===== config.mk =====
export PLATFORM = sky130hd
export DESIGN_NAME = violation_reset_ctrl
export DESIGN_NICKNAME = d
export VERILOG_FILES = /design/src/rtl/violation_reset_ctrl_pkg.sv /design/src/rtl/violation_reset_ctrl_timer.sv /design/src/rtl/violation_reset_ctrl.sv
export SDC_FILE = /design/constraint.sdc
export NUM_CORES = 1
export LEC_CHECK = 0
export CAP_MARGIN = 20
export CORE_MARGIN = 2
export CORE_UTILIZATION = 31
export CTS_CLUSTER_SIZE = 20
export DETAILED_ROUTE_END_ITERATION = 8
export PLACE_DENSITY = 0.51
export SYNTH_ARGS = -nofsm -noshare
export SYNTH_HDL_FRONTEND = slang
export SYNTH_SLANG_ARGS = --single-unit
export TNS_END_PERCENT = 50

===== constraint.sdc =====
create_clock -name mclk -period 1.8 [get_ports mclk]
set_input_delay 0.45 -clock mclk [delete_from_list [all_inputs] [get_ports mclk]]
set_output_delay 0.45 -clock mclk [all_outputs]
set_load 0.1 [all_outputs]

===== src/rtl/violation_reset_ctrl_pkg.sv =====
// Shared encodings for the violation reset controller.
// State codes, cause-bit indices and a timer-load helper.
package violation_reset_ctrl_pkg;

    localparam logic [1:0] ST_ARMED = 2'b00;
    localparam logic [1:0] ST_PULSE = 2'b01;
    localparam logic [1:0] ST_WAIT  = 2'b10;

    localparam int CAUSE_DMA  = 0;
    localparam int CAUSE_KEY  = 1;
    localparam int CAUSE_ATOM = 2;

    localparam int TMR_W = 16;

    // Timer reload value for a phase lasting n cycles.
    function automatic logic [TMR_W-1:0] tmr_load(input int unsigned n);
        return TMR_W'(n - 1);
    endfunction

endpackage


===== src/rtl/violation_reset_ctrl_timer.sv =====
// Loadable 16-bit down-counter shared by the pulse and timeout phases.
// Stops at zero; zero flag is decoded from the count register.
import violation_reset_ctrl_pkg::*;

module rst_pulse_timer #(
    parameter logic [TMR_W-1:0] RST_VAL = 16'd63
) (
    input  logic             clk,
    input  logic             rst,
    input  logic             load,
    input  logic             dec,
    input  logic [TMR_W-1:0] load_val,
    output logic             zero
);

    logic [TMR_W-1:0] cnt_q;

    // Load has priority over decrement; count holds at zero.
    always_ff @(posedge clk or posedge rst) begin
        if (rst) begin
            cnt_q <= RST_VAL;
        end else if (load) begin
            cnt_q <= load_val;
        end else if (dec && (cnt_q != '0)) begin
            cnt_q <= cnt_q - TMR_W'(1);
        end
    end

    assign zero = (cnt_q == '0);

endmodule


===== src/rtl/violation_reset_ctrl.sv =====
// Merges monitor violation resets into one fixed-width core reset pulse.
// Optional cause/count logging is built when VIOL_LOG_EN is defined.
import violation_reset_ctrl_pkg::*;

module violation_reset_ctrl #(
    parameter int RST_CYCLES     = 4,
    parameter int TIMEOUT_CYCLES = 64,
    parameter int CNT_W          = 8
) (
    input  logic             mclk,
    input  logic             por,
    input  logic             dma_reset,
    input  logic             key_reset,
    input  logic             atom_reset,
    input  logic             cause_clr,
    output logic             sys_reset,
    output logic             busy,
    output logic             release_timeout,
    output logic [2:0]       viol_cause,
    output logic [CNT_W-1:0] viol_count
);

    localparam logic [TMR_W-1:0] RST_LOAD = tmr_load(RST_CYCLES);
    localparam logic [TMR_W-1:0] TO_LOAD  = tmr_load(TIMEOUT_CYCLES);

    logic [2:0]       src_q;
    logic             any_q;
    logic [1:0]       state_q;
    logic [1:0]       state_d;
    logic             tmr_load_en;
    logic             tmr_dec;
    logic [TMR_W-1:0] tmr_val;
    logic             tmr_zero;
    logic             arm;
    logic             fire;

    // Register monitor resets to break the pc-to-reset combinational loop.
    always_ff @(posedge mclk or posedge por) begin
        if (por) begin
            src_q <= '0;
        end else begin
            src_q[CAUSE_DMA]  <= dma_reset;
            src_q[CAUSE_KEY]  <= key_reset;
            src_q[CAUSE_ATOM] <= atom_reset;
        end
    end

    assign any_q = |src_q;

    rst_pulse_timer #(
        .RST_VAL (TO_LOAD)
    ) u_timer (
        .clk      (mclk),
        .rst      (por),
        .load     (tmr_load_en),
        .dec      (tmr_dec),
        .load_val (tmr_val),
        .zero     (tmr_zero)
    );

    // Next-state and timer control.
    always_comb begin
        state_d     = state_q;
        tmr_load_en = 1'b0;
        tmr_dec     = 1'b0;
        tmr_val     = RST_LOAD;
        arm         = 1'b0;
        fire        = 1'b0;
        case (state_q)
            ST_ARMED: begin
                tmr_load_en = 1'b1;
                if (any_q) begin
                    state_d = ST_PULSE;
                    arm     = 1'b1;
                end
            end
            ST_PULSE: begin
                if (tmr_zero) begin
                    state_d     = ST_WAIT;
                    tmr_load_en = 1'b1;
                    tmr_val     = TO_LOAD;
                end else begin
                    tmr_dec = 1'b1;
                end
            end
            ST_WAIT: begin
                if (!any_q) begin
                    state_d     = ST_ARMED;
                    tmr_load_en = 1'b1;
                end else if (tmr_zero) begin
                    state_d     = ST_PULSE;
                    tmr_load_en = 1'b1;
                    fire        = 1'b1;
                end else begin
                    tmr_dec = 1'b1;
                end
            end
            default: begin
                state_d     = ST_WAIT;
                tmr_load_en = 1'b1;
                tmr_val     = TO_LOAD;
            end
        endcase
    end

    // State and registered outputs; power-up waits for monitors to release.
    always_ff @(posedge mclk or posedge por) begin
        if (por) begin
            state_q         <= ST_WAIT;
            sys_reset       <= 1'b0;
            release_timeout <= 1'b0;
        end else begin
            state_q         <= state_d;
            sys_reset       <= (state_d == ST_PULSE);
            release_timeout <= fire;
        end
    end

    assign busy = (state_q != ST_ARMED);

`ifdef VIOL_LOG_EN
    logic [2:0]       cause_q;
    logic [CNT_W-1:0] cnt_q;

    // Sticky causes; a new set beats a simultaneous clear.
    always_ff @(posedge mclk or posedge por) begin
        if (por) begin
            cause_q <= '0;
        end else if (arm) begin
            cause_q <= (cause_clr ? 3'b000 : cause_q) | src_q;
        end else if (cause_clr) begin
            cause_q <= '0;
        end
    end

    // Saturating violation counter, bumped on entry to the pulse.
    always_ff @(posedge mclk or posedge por) begin
        if (por) begin
            cnt_q <= '0;
        end else if (arm && (cnt_q != '1)) begin
            cnt_q <= cnt_q + CNT_W'(1);
        end
    end

    assign viol_cause = cause_q;
    assign viol_count = cnt_q;
`else
    logic unused_log;

    assign unused_log = cause_clr | arm;
    assign viol_cause = '0;
    assign viol_count = '0;
`endif

endmodule

; After elaboration in Yosys (flattened, before gate mapping)
; Index checks and enable logic that the tools add are counted.
; Widths: inputs -> output; s select.
[word_totals]
reg_bits = 23
input_bits = 6
wordCells = 34
[classes]
n_addsub = 1
eq_ne = 3
muxes = 17
n_reduce_logical = 8
[ops]
columns = op, count
row1 = $mux 16, 2
row2 = $logic_not 16->1, 1
row3 = $reduce_bool 16->1, 1
row4 = $sub 16x1->16 const B, 1
row5 = $pmux 6 s2, 1
row6 = $mux 2, 4
row7 = $mux 1, 6
row8 = $mux 6, 1
row9 = $pmux 2 s3, 1
row10 = $eq 2x1->1 const B, 2
row11 = $pmux 1 s2, 2
row12 = $reduce_bool 2->1, 2
row13 = $reduce_or 3->1, 1
row14 = $eq 2x2->1 const B, 1
row15 = $logic_not 2->1, 1
row16 = $reduce_or 2->1, 1
row17 = $logic_and 1x1->1, 1

; Depth between registers and ports, before layout
; Gate-level depths: netlist of the first run.
[logic_depth]
word_depth = 7
mapped_depth = 7
depth_no_buf = 7

; Cells and area by module
; Synthesis of the first run repeated with hierarchy kept, for this count alone.
[unflattened]
hier_cells = 172
area_unflattened_um2 = 1546.5
[by_module_without_submodules]
columns = mod, n_inst, cells_per_inst, area_per_inst_um2, seq_area_each_um2
row1 = rst_pulse_timer, 1, 122, 1042.2, 407.9
row2 = violation_reset_ctrl, 1, 50, 504.2, 176.4

; Worst setup path before layout of the first run
; No wires, ideal clock.
[synth_timing]
path_kind = register to register
from = register state_q[1]
to = register u_timer.cnt_q[4]
setup_ns = 0.075
arrival_time_ns = 2.174
required_ns = 1.725
path_slack_ns = -0.449
path_stages_with_launch = 8
path_buffers = 0
cell_sequence = dfstp_2 -> inv_1 -> ha_1 -> inv_1 -> o21ai_0 -> o21a_2 -> a21oi_1 -> a2bb2oi_1
[synth_between]
elab_chain_cells = 4
elab_cells_between_ends = 10
[synth_lines]
columns = element, line_no
row1 = from (decl), violation_reset_ctrl.sv:28  ; logic [1:0] state_q;
row2 = from (signal assigned), violation_reset_ctrl.sv:113  ; state_q <= state_d;
row3 = "$eq 2x2->1, or another cell as far along", violation_reset_ctrl.sv:69  ; case (state_q)
row4 = $reduce_or 2->1 (no line) or $pmux 1 s2 (tied branches), -
row5 = $pmux 6 s2 or $logic_and 1x1->1 (tied branches), "violation_reset_ctrl.sv:69, violation_reset_ctrl_timer.sv:24"
row6 = $mux 16 or $reduce_bool 2->1 (tied branches), -
row7 = to (signal assigned), violation_reset_ctrl_timer.sv:23  ; cnt_q <= load_val;
row8 = to (signal assigned), violation_reset_ctrl_timer.sv:25  ; cnt_q <= cnt_q - TMR_W'(1);
row9 = to (decl), violation_reset_ctrl_timer.sv:16  ; logic [TMR_W-1:0] cnt_q;
; Parallel ways exist; a longest one is shown, timed or not.
; A chain may end at the register's enable or synchronous reset.

; Worst setup path in the final report of the first run
[layout_timing]
from = register state_q[1]
to = register u_timer.cnt_q[13]
[layout_between]
elab_chain_cells = 4
elab_cells_between_ends = 7
[layout_lines]
columns = element, line_no
row1 = $eq 2x2->1 or $eq 2x1->1 (tied branches), violation_reset_ctrl.sv:69
row2 = $pmux 1 s2, violation_reset_ctrl.sv:69
row3 = $logic_and 1x1->1, violation_reset_ctrl_timer.sv:24  ; end else if (dec && (cnt_q != '0)) begin
row4 = $reduce_bool 2->1 (no line), -
; Parallel ways exist; a longest one is shown, timed or not.

==> impl_metrics.ini, run 1 <==
[timing]
finalHoldViolCount = 0
max_freq_mhz = 528.1
period_share = 1.052
drv_slew = 0
clock_skew_ps = 4.535
min_period_ps = 1894
layout_setup_ws_ps = -93.75
rsz0062_at_grt = true
setup_viol = 13

[pwr]
peakVddDrop_mv = 0.6182
p_per_area_mw_per_mm2 = 1808
finalPower_mw = 3.723
power.leakage_nw = 0.8945

[finish]
antenna_cells = 0
fill_cells = 421
drive_gt1_frac = 0.4400
seqCellArea_um2 = 585.6
nNetsFinal = 213
layout.cells.non_filler = 252
multi_input_area_um2 = 915.9
synthToLayoutAreaGrowth_pct = 42.39

[synth]
yosysTopAreaCell = dfrtp_1
synth_cell_type_count = 41
synthFlopType = dfrtp_1
syn_inst = 154
synth_edf_count = 0
yosysWarnings = 0
syn-cell-area_mm2 = 0.001446
synthTopCellsByArea = dfrtp_1, dfstp_2, buf_4, ha_1, a21oi_1
synth.top_cell.area_share = 0.2768
synthArstFlopShare = 1.000
synth_seq_cells = 23
synth_common_cells = dfrtp_1, nor2_1, a21oi_1
synth_area_per_cell_um2 = 9.392
yosysSeqAreaShare = 0.4040

[drt]
num_vias = 1300
vias_per_cell = 5.159
drc = 0
antenna_left = 0
routed_wirelength_um = 3531
firstDrtPassIters = 4
drt-initial-drc-count = 27
wl_per_cell_um = 14.01

[clocking]
cts_root_buf = clkbuf_8
cts.hold.buffers_added = 0
cts_buffers = 3
worstSkewPairLatency_ps = 270
clockBufferDepth = 2
cts_tree = done
clock_sinks = 23
htreeDepth = 1
clk_pin_slew_ps = 90

[worst_setup_path]
crit_fanout = 6
arrival_ps = 2060
cp-end-kind = flop
required_ps = 1970
start_kind = flop
setup.worst_path.class = flop to flop
rrSetupSlack_ps = -90
r2r_cells = 8

[global_routing]
antenna_found_initial = 0
grt.overflow.total = 0
grt_pass1_vias = 1289
grt_usage = 0.1466
grt_max_degree = 24
grt_pass1_wl_um = 6009

[status]
status = finished with violations
failed_checks = setup timing

[min_path]
hold_class = flop to flop
hold_depth = 2

[job]
max_cap_violations = 0

[floorplan]
core_mm2 = 0.004414
ios = 20
initial_core_util = 0.3277
rows = 24
die_w_um = 72.31
die_area_mm2 = 0.005228
die_h_um = 72.31

[placement]
dp_hpwl_um = 2386
port_buffers = 7
placedCellCount = 237
placement.setup.worst_slack_ps = -188.9
place_congestion = 0.8216
## through the flow
step	util	hold slack (ps)	TNS, ps	cell area [um2]
6_report	0.4666	506.8	-685.5	2059
5_1_grt	0.4666	525.0	-2123	2059
4_1_cts	0.4405	519.2	-713.4	1944
3_5_place_dp	0.4050	507.5	-1496	1788
3_3_place_gp	0.4050	509.8	-990.1	1788
2_1_floorplan	-	446.7	-939.0	1515
## final timing paths
kind                                   from                end
hold reg to reg            u_timer.cnt_q[1]   u_timer.cnt_q[1]
setup reg to reg                 state_q[1]  u_timer.cnt_q[13]
setup / recovery                 state_q[1]  u_timer.cnt_q[13]
min in group asynchronous               por  u_timer.cnt_q[11]
hold / removal             u_timer.cnt_q[1]   u_timer.cnt_q[1]
max in group asynchronous               por   u_timer.cnt_q[0]
## cell type report
type / count / area share
clock inverters: 1 / 0.003645
multi-input cells: 119 / 0.4447
inverters: 9 / 0.01944
well taps: 52 / 0.03159
repair buffers: 45 / 0.1962
flip-flops and latches: 23 / 0.2843
clock buffers: 3 / 0.02005
## placed cells by master, fill, tap and decap left out, types with 2 or more instances in the layout
cell type	n
a21o_1	2
a21oi_1	6
a21oi_2	7
a2bb2oi_2	2
buf_12	3
buf_4	33
buf_6	5
clkbuf_8	3
clkdlybuf4s50_1	4
clkinvlp_4	2
conb_1	11
dfrtp_1	15
dfstp_2	7
ha_1	2
ha_4	3
inv_1	4
inv_2	3
nand2_1	8
nand4_1	2
nor2_1	15
nor3_1	6
nor3_2	3
nor4_2	2
nor4b_4	2
o21a_1	2
o21ai_0	8
or3_1	5
xnor2_1	6
## per-layer routing
metal / track usage / vias up / share of wire
li1: - / 618 / -
met1: 0.1768 / 655 / 0.42
met2: 0.2569 / 25 / 0.54
met3: 0.03056 / 2 / 0.032
met4: 0.05241 / 0 / 0.0074
met5: 0 / - / 0
## flip-flops by register name (all words and copies together), names as in the netlist
| name | count |
|---|---|
| release_timeout | 1 |
| sys_reset | 1 |
| state_q | 2 |
| src_q | 3 |
| u_timer.cnt_q | 16 |
## worst max-delay path, cell delays in order, from the launching register on
cell      delay (ps)
dfstp_2          560
inv_2             60
ha_4             260
or3b_4           390
nand4b_1         130
buf_6            150
nor3_1            60
xnor2_1          130
nor2_1            50
## cells by family (layout without fill, tap and decap cells)
family	count (synthesis)	count (layout)	synth area share
AO/OA/AOI/OAI	38	38	0.1713
XOR/XNOR	7	7	0.04239
adder cells (fa/ha/maj)	6	6	0.05190
buffers and inverters	22	58	0.08910
flip-flops	23	23	0.4040
other	1	11	0.002593
AND/OR/NAND/NOR	57	57	0.2388
## where the power goes
| group | leakage (nW) | switching [mW] | internal (mW) | total, mW |
|---|---|---|---|---|
| Sequential | 0.284 | 0.160 | 0.699 | 0.859 |
| Clock | 0.0217 | 0.179 | 0.157 | 0.336 |
| Combinational | 0.589 | 1.31 | 1.22 | 2.53 |
## repair_timing
item                       in CTS  in global routing
pin swaps                       6                  7
setup endpoints to repair      14                 19
gates resized for setup        16                 19
cloned                          0                  0
setup buffers                   6                  5
Power figures use the tool's default switching activity.
==> run 2: changes to the inputs <==
CORE_ASPECT_RATIO = 0.5   (was default)
==> impl_metrics.ini, run 2 (synthesis gave the netlist of run 1 again) <==
[timing]
rsz0062_at_grt = true
layout_setup_ws_ps = -121.1
period_share = 1.067
max_freq_mhz = 520.5
clock_skew_ps = 1.219
finalSetupTns_ps = -659.8
min_period_ps = 1921
drv_slew = 0
finalHoldViolCount = 0
setup_viol = 12

[pwr]
power.leakage_nw = 0.8875
peakVddDrop_mv = 0.6661
p_per_area_mw_per_mm2 = 1794
finalPower_mw = 3.630

[worst_setup_path]
setup.worst_path.class = flop to flop
r2r_cells = 8
crit_fanout = 4
start_kind = flop
reg2reg_to = u_timer.cnt_q[9]
rrSetupSlack_ps = -120
cp-end-kind = flop
regToRegStartpoint = state_q[1]
arrival_ps = 2080
required_ps = 1960

[drt]
drc = 0
wl_per_cell_um = 13.17
vias_per_cell = 4.937
drt-initial-drc-count = 37
firstDrtPassIters = 4
antenna_left = 0
routed_wirelength_um = 3318
num_vias = 1244

[floorplan]
initial_core_util = 0.3254
die_w_um = 100.6
die_area_mm2 = 0.005261
rows = 17
ios = 20
die_h_um = 52.30
core_mm2 = 0.004446

[job]
max_cap_violations = 0

[min_path]
hold_class = input port to async pin

[finish]
drive_gt1_frac = 0.4051
synthToLayoutAreaGrowth_pct = 39.88
final_common_cell = buf_4
multi_input_area_um2 = 914.6
final_cell_mix = buf_4, dfrtp_1, nor2_1, conb_1
reg.largest.list = u_timer.cnt_q: 16 flops, src_q: 3 flops, state_q: 2 flops
layout.cells.non_filler = 252
antenna_cells = 0
largest_register = u_timer.cnt_q
final_core_util = 0.4551
nNetsFinal = 208
seqCellArea_um2 = 584.3
largest_reg_flops = 16
fill_cells = 417

[clocking]
clockBufferDepth = 2
cts_buffers = 3
htreeDepth = 1
cts_tree = done
clock_sinks = 23
clk_pin_slew_ps = 80
worstSkewPairLatency_ps = 260
cts_root_buf = clkbuf_8

[placement]
place_congestion = 0.7668
placedCellCount = 240
dp_hpwl_um = 2259
port_buffers = 7

[global_routing]
grt_pass1_wl_um = 5513
antenna_found_initial = 0
grt.overflow.total = 0
grt_max_degree = 24
grt_usage = 0.1373
grt_pass1_vias = 1120

[status]
status = finished with violations
failed_checks = setup timing
## run 2: cell count changes in the layout (fill, tap and decap cells not counted), sizes merged
cell,change
clkinv,+1
clkinvlp,-1
buf,-5
## run 2: worst max path at each step
stage	startpoint	to	slack, ps	depth (start not counted)
2_1_floorplan	state_q[0]	sys_reset	-340	6
6_report	state_q[1]	u_timer.cnt_q[9]	-120	8
3_5_place_dp	state_q[1]	u_timer.cnt_q[9]	-160	7
5_1_grt	state_q[1]	u_timer.cnt_q[15]	-240	8
4_1_cts	state_q[1]	u_timer.cnt_q[15]	-130	8
3_3_place_gp	state_q[1]	u_timer.cnt_q[9]	-140	7
## run 2: stage by stage
| stage | instance area [um2] | hold WS, ps | setup WS, ps |
|---|---|---|---|
| CTS | 1907 | 521.7 | -126.3 |
| global placement | 1779 | 507.7 | -142.8 |
| detailed placement | 1779 | 520.3 | -158.4 |
| floorplan | 1515 | 446.7 | -339.3 |
| global route | 2023 | 562.8 | -236.9 |
| finish | 2023 | 517.8 | -121.1 |
## run 2: critical path, cell delays in order (launching register included)
cell and delay (ps):
dfstp_2 540, inv_2 50, ha_4 260, or3b_4 390, nand4b_1 180, buf_4 170, nor4_4 40, xnor2_1 140
nor2_1 60
## run 2: power breakdown
| part | internal (mW) | total (mW) | leakage (nW) | switching (mW) |
|---|---|---|---|---|
| combinational | 1.16 | 2.44 | 0.576 | 1.29 |
| sequential | 0.699 | 0.858 | 0.286 | 0.159 |
| clock | 0.155 | 0.327 | 0.0255 | 0.173 |
| total | 2.01 | 3.63 | 0.887 | 1.62 |
## run 2: what timing repair did
action	CTS	global route
buffers inserted	4	3
hold endpoints to repair	0	0
pin swaps	8	7
cloned	1	0
gates resized for setup	12	20
hold buffers	0	0
endpoints found under the setup margin	14	19
## run 2: area by class of cell
cell class / count / area share
tap: 57 / 0.03525
timing repair buffer: 40 / 0.1812
clock buffer: 3 / 0.02041
sequential: 23 / 0.2888
inverter: 9 / 0.01979
clock inverter: 1 / 0.002474
multi-input combinational: 119 / 0.4521
## run 2: layer usage
metal | GRT usage | share of wire | vias up
li1 | - | - | 613
met3 | 0.04133 | 0.038 | 4
met1 | 0.1886 | 0.50 | 598
met4 | 0.02511 | 0.0090 | 0
met2 | 0.2156 | 0.45 | 29
met5 | 0 | 0 | -
==> run 3: changes to the inputs <==
PLACE_DENSITY = 0.49   (was 0.51)
clock period = 1.9 ns   (was 1.8 ns; I/O delays follow)
==> impl_metrics.ini, run 3 (synthesis gave the netlist of run 1 again) <==
[floorplan]
core_mm2 = 0.004446
die_w_um = 100.6
die_h_um = 52.30
ios = 20
die_area_mm2 = 0.005261
initial_core_util = 0.3254
rows = 17

[timing]
finalSetupTns_ps = 0
hold_ws_ps = 520.3
min_period_ps = 1892
finalHoldViolCount = 0
period_share = 0.9957
clock_skew_ps = 6.214
drv_slew = 0
setup_viol = 0
max_freq_mhz = 528.6
rsz0062_at_grt = true

[pwr]
pwr-share-seq = 0.264
switchingPower_mw = 1.394
finalPower_mw = 3.063
p_clk_frac = 0.102
switching_share = 0.4552
power.leakage_nw = 0.8067
p_per_area_mw_per_mm2 = 1664
intPower_mw = 1.669
combPwrFrac = 0.634
peakVddDrop_mv = 0.5784

[min_path]
hold_depth = 2
hold_class = flop to flop
worstHoldStart = u_timer.cnt_q[0]

[worst_setup_path]
rrSetupSlack_ps = 8
setup.worst_path.class = flop to flop
start_kind = flop
cp-end-kind = flop
crit_fanout = 6
arrival_ps = 2060
endpoint = u_timer.cnt_q[15]
r2r_cells = 8
regToRegStartpoint = state_q[1]
crit_start = state_q[1]
reg2reg_to = u_timer.cnt_q[15]
required_ps = 2070

[drt]
num_vias = 1195
firstDrtPassIters = 6
vias_per_cell = 4.959
drt-initial-drc-count = 71
antenna_left = 0
wl_per_cell_um = 13.28
routed_wirelength_um = 3201
drc = 0

[job]
max_cap_violations = 0

[global_routing]
grt_max_degree = 24
grt_pass1_vias = 1132
grt_pass1_wl_um = 5575
grt.overflow.total = 0
grt_usage = 0.1397
antenna_found_initial = 0

[finish]
final_cell_mix = buf_4, dfrtp_1, nor2_1, a21oi_1, conb_1
antenna_cells = 0
synthToLayoutAreaGrowth_pct = 27.25
reg.largest.list = u_timer.cnt_q: 16 flops, src_q: 3 flops, state_q: 2 flops
fill_cells = 427
largest_register = u_timer.cnt_q
nNetsFinal = 197
postLayoutCellArea_mm2 = 0.001841
drive_gt1_frac = 0.3152
largest_reg_flops = 16
final_core_util = 0.4140
final_common_cell = buf_4

[clocking]
cts_buffers = 3
cts_tree = done
worstSkewPairLatency_ps = 270
clock_sinks = 23
cts_root_buf = clkbuf_8
htreeDepth = 1
clockBufferDepth = 2
clk_pin_slew_ps = 90

[placement]
port_buffers = 7
place_congestion = 0.7486
dp_hpwl_um = 2229
place_area_mm2 = 0.001719

[status]
status = completed
-- run 3: cell count changes in the layout (fill, tap and decap cells not counted), sizes merged --
cell	delta
buf	-11
-- run 3: how the worst min path moves through the flow --
stage,end,slack (ps)
floorplan,release_timeout,470
global placement,u_timer.cnt_q[1],510
detailed placement,u_timer.cnt_q[5],520
CTS,u_timer.cnt_q[5],540
global route,u_timer.cnt_q[4],560
finish,u_timer.cnt_q[0],520
-- run 3: area by class of cell --
type / count / area [um2] / share of cell area
inverters: 9 / 37.54 / 0.02039
repair buffers: 29 / 272.8 / 0.1482
flip-flops and latches: 23 / 584.3 / 0.3175
clock buffers: 3 / 41.29 / 0.02243
multi-input cells: 119 / 828.3 / 0.4500
well taps: 57 / 71.32 / 0.03875
clock inverters: 1 / 5.005 / 0.002719
-- run 3: what timing repair did --
item,4_1_cts,5_1_grt
hold buffers,0,0
setup endpoints to repair,11,17
resized for setup,5,10
pin swaps,0,1
buffers inserted,1,2
-- run 3: metrics by stage --
| stage | std cells | setup slack [ps] |
|---|---|---|
| floorplan | 164 | -239.3 |
| global placement | 234 | -143.2 |
| detailed placement | 234 | -164.3 |
| CTS | 239 | 18.46 |
| global route | 241 | -89.38 |
| finish | 241 | 8.093 |
-- run 3: layer usage --
layer | up-vias | GRT usage | wire length, um
li1 | 590 | - | -
met1 | 570 | 0.1802 | 1594
met2 | 29 | 0.2267 | 1435
met3 | 6 | 0.03600 | 113
met4 | 0 | 0.05479 | 57
met5 | - | 0 | 0
-- run 3: power groups by stage --
stage          registers (mW)  clock network (mW)  logic [mW]
5_1_grt                 0.828               0.345        2.12
4_1_cts                 0.797               0.323        1.81
3_3_place_gp            0.803                   0        1.77
2_1_floorplan           0.854                   0        1.17
3_5_place_dp            0.802                   0        1.77
6_report                0.807               0.314        1.94
-- run 3: critical path, cell delays in order (launching register included) --
cell and delay (ps):
dfstp_2 540, inv_2 50, ha_4 260, or3b_4 400, nand4b_1 130, buf_6 150
nor3_1 60, xnor2_1 150, nor2_1 50
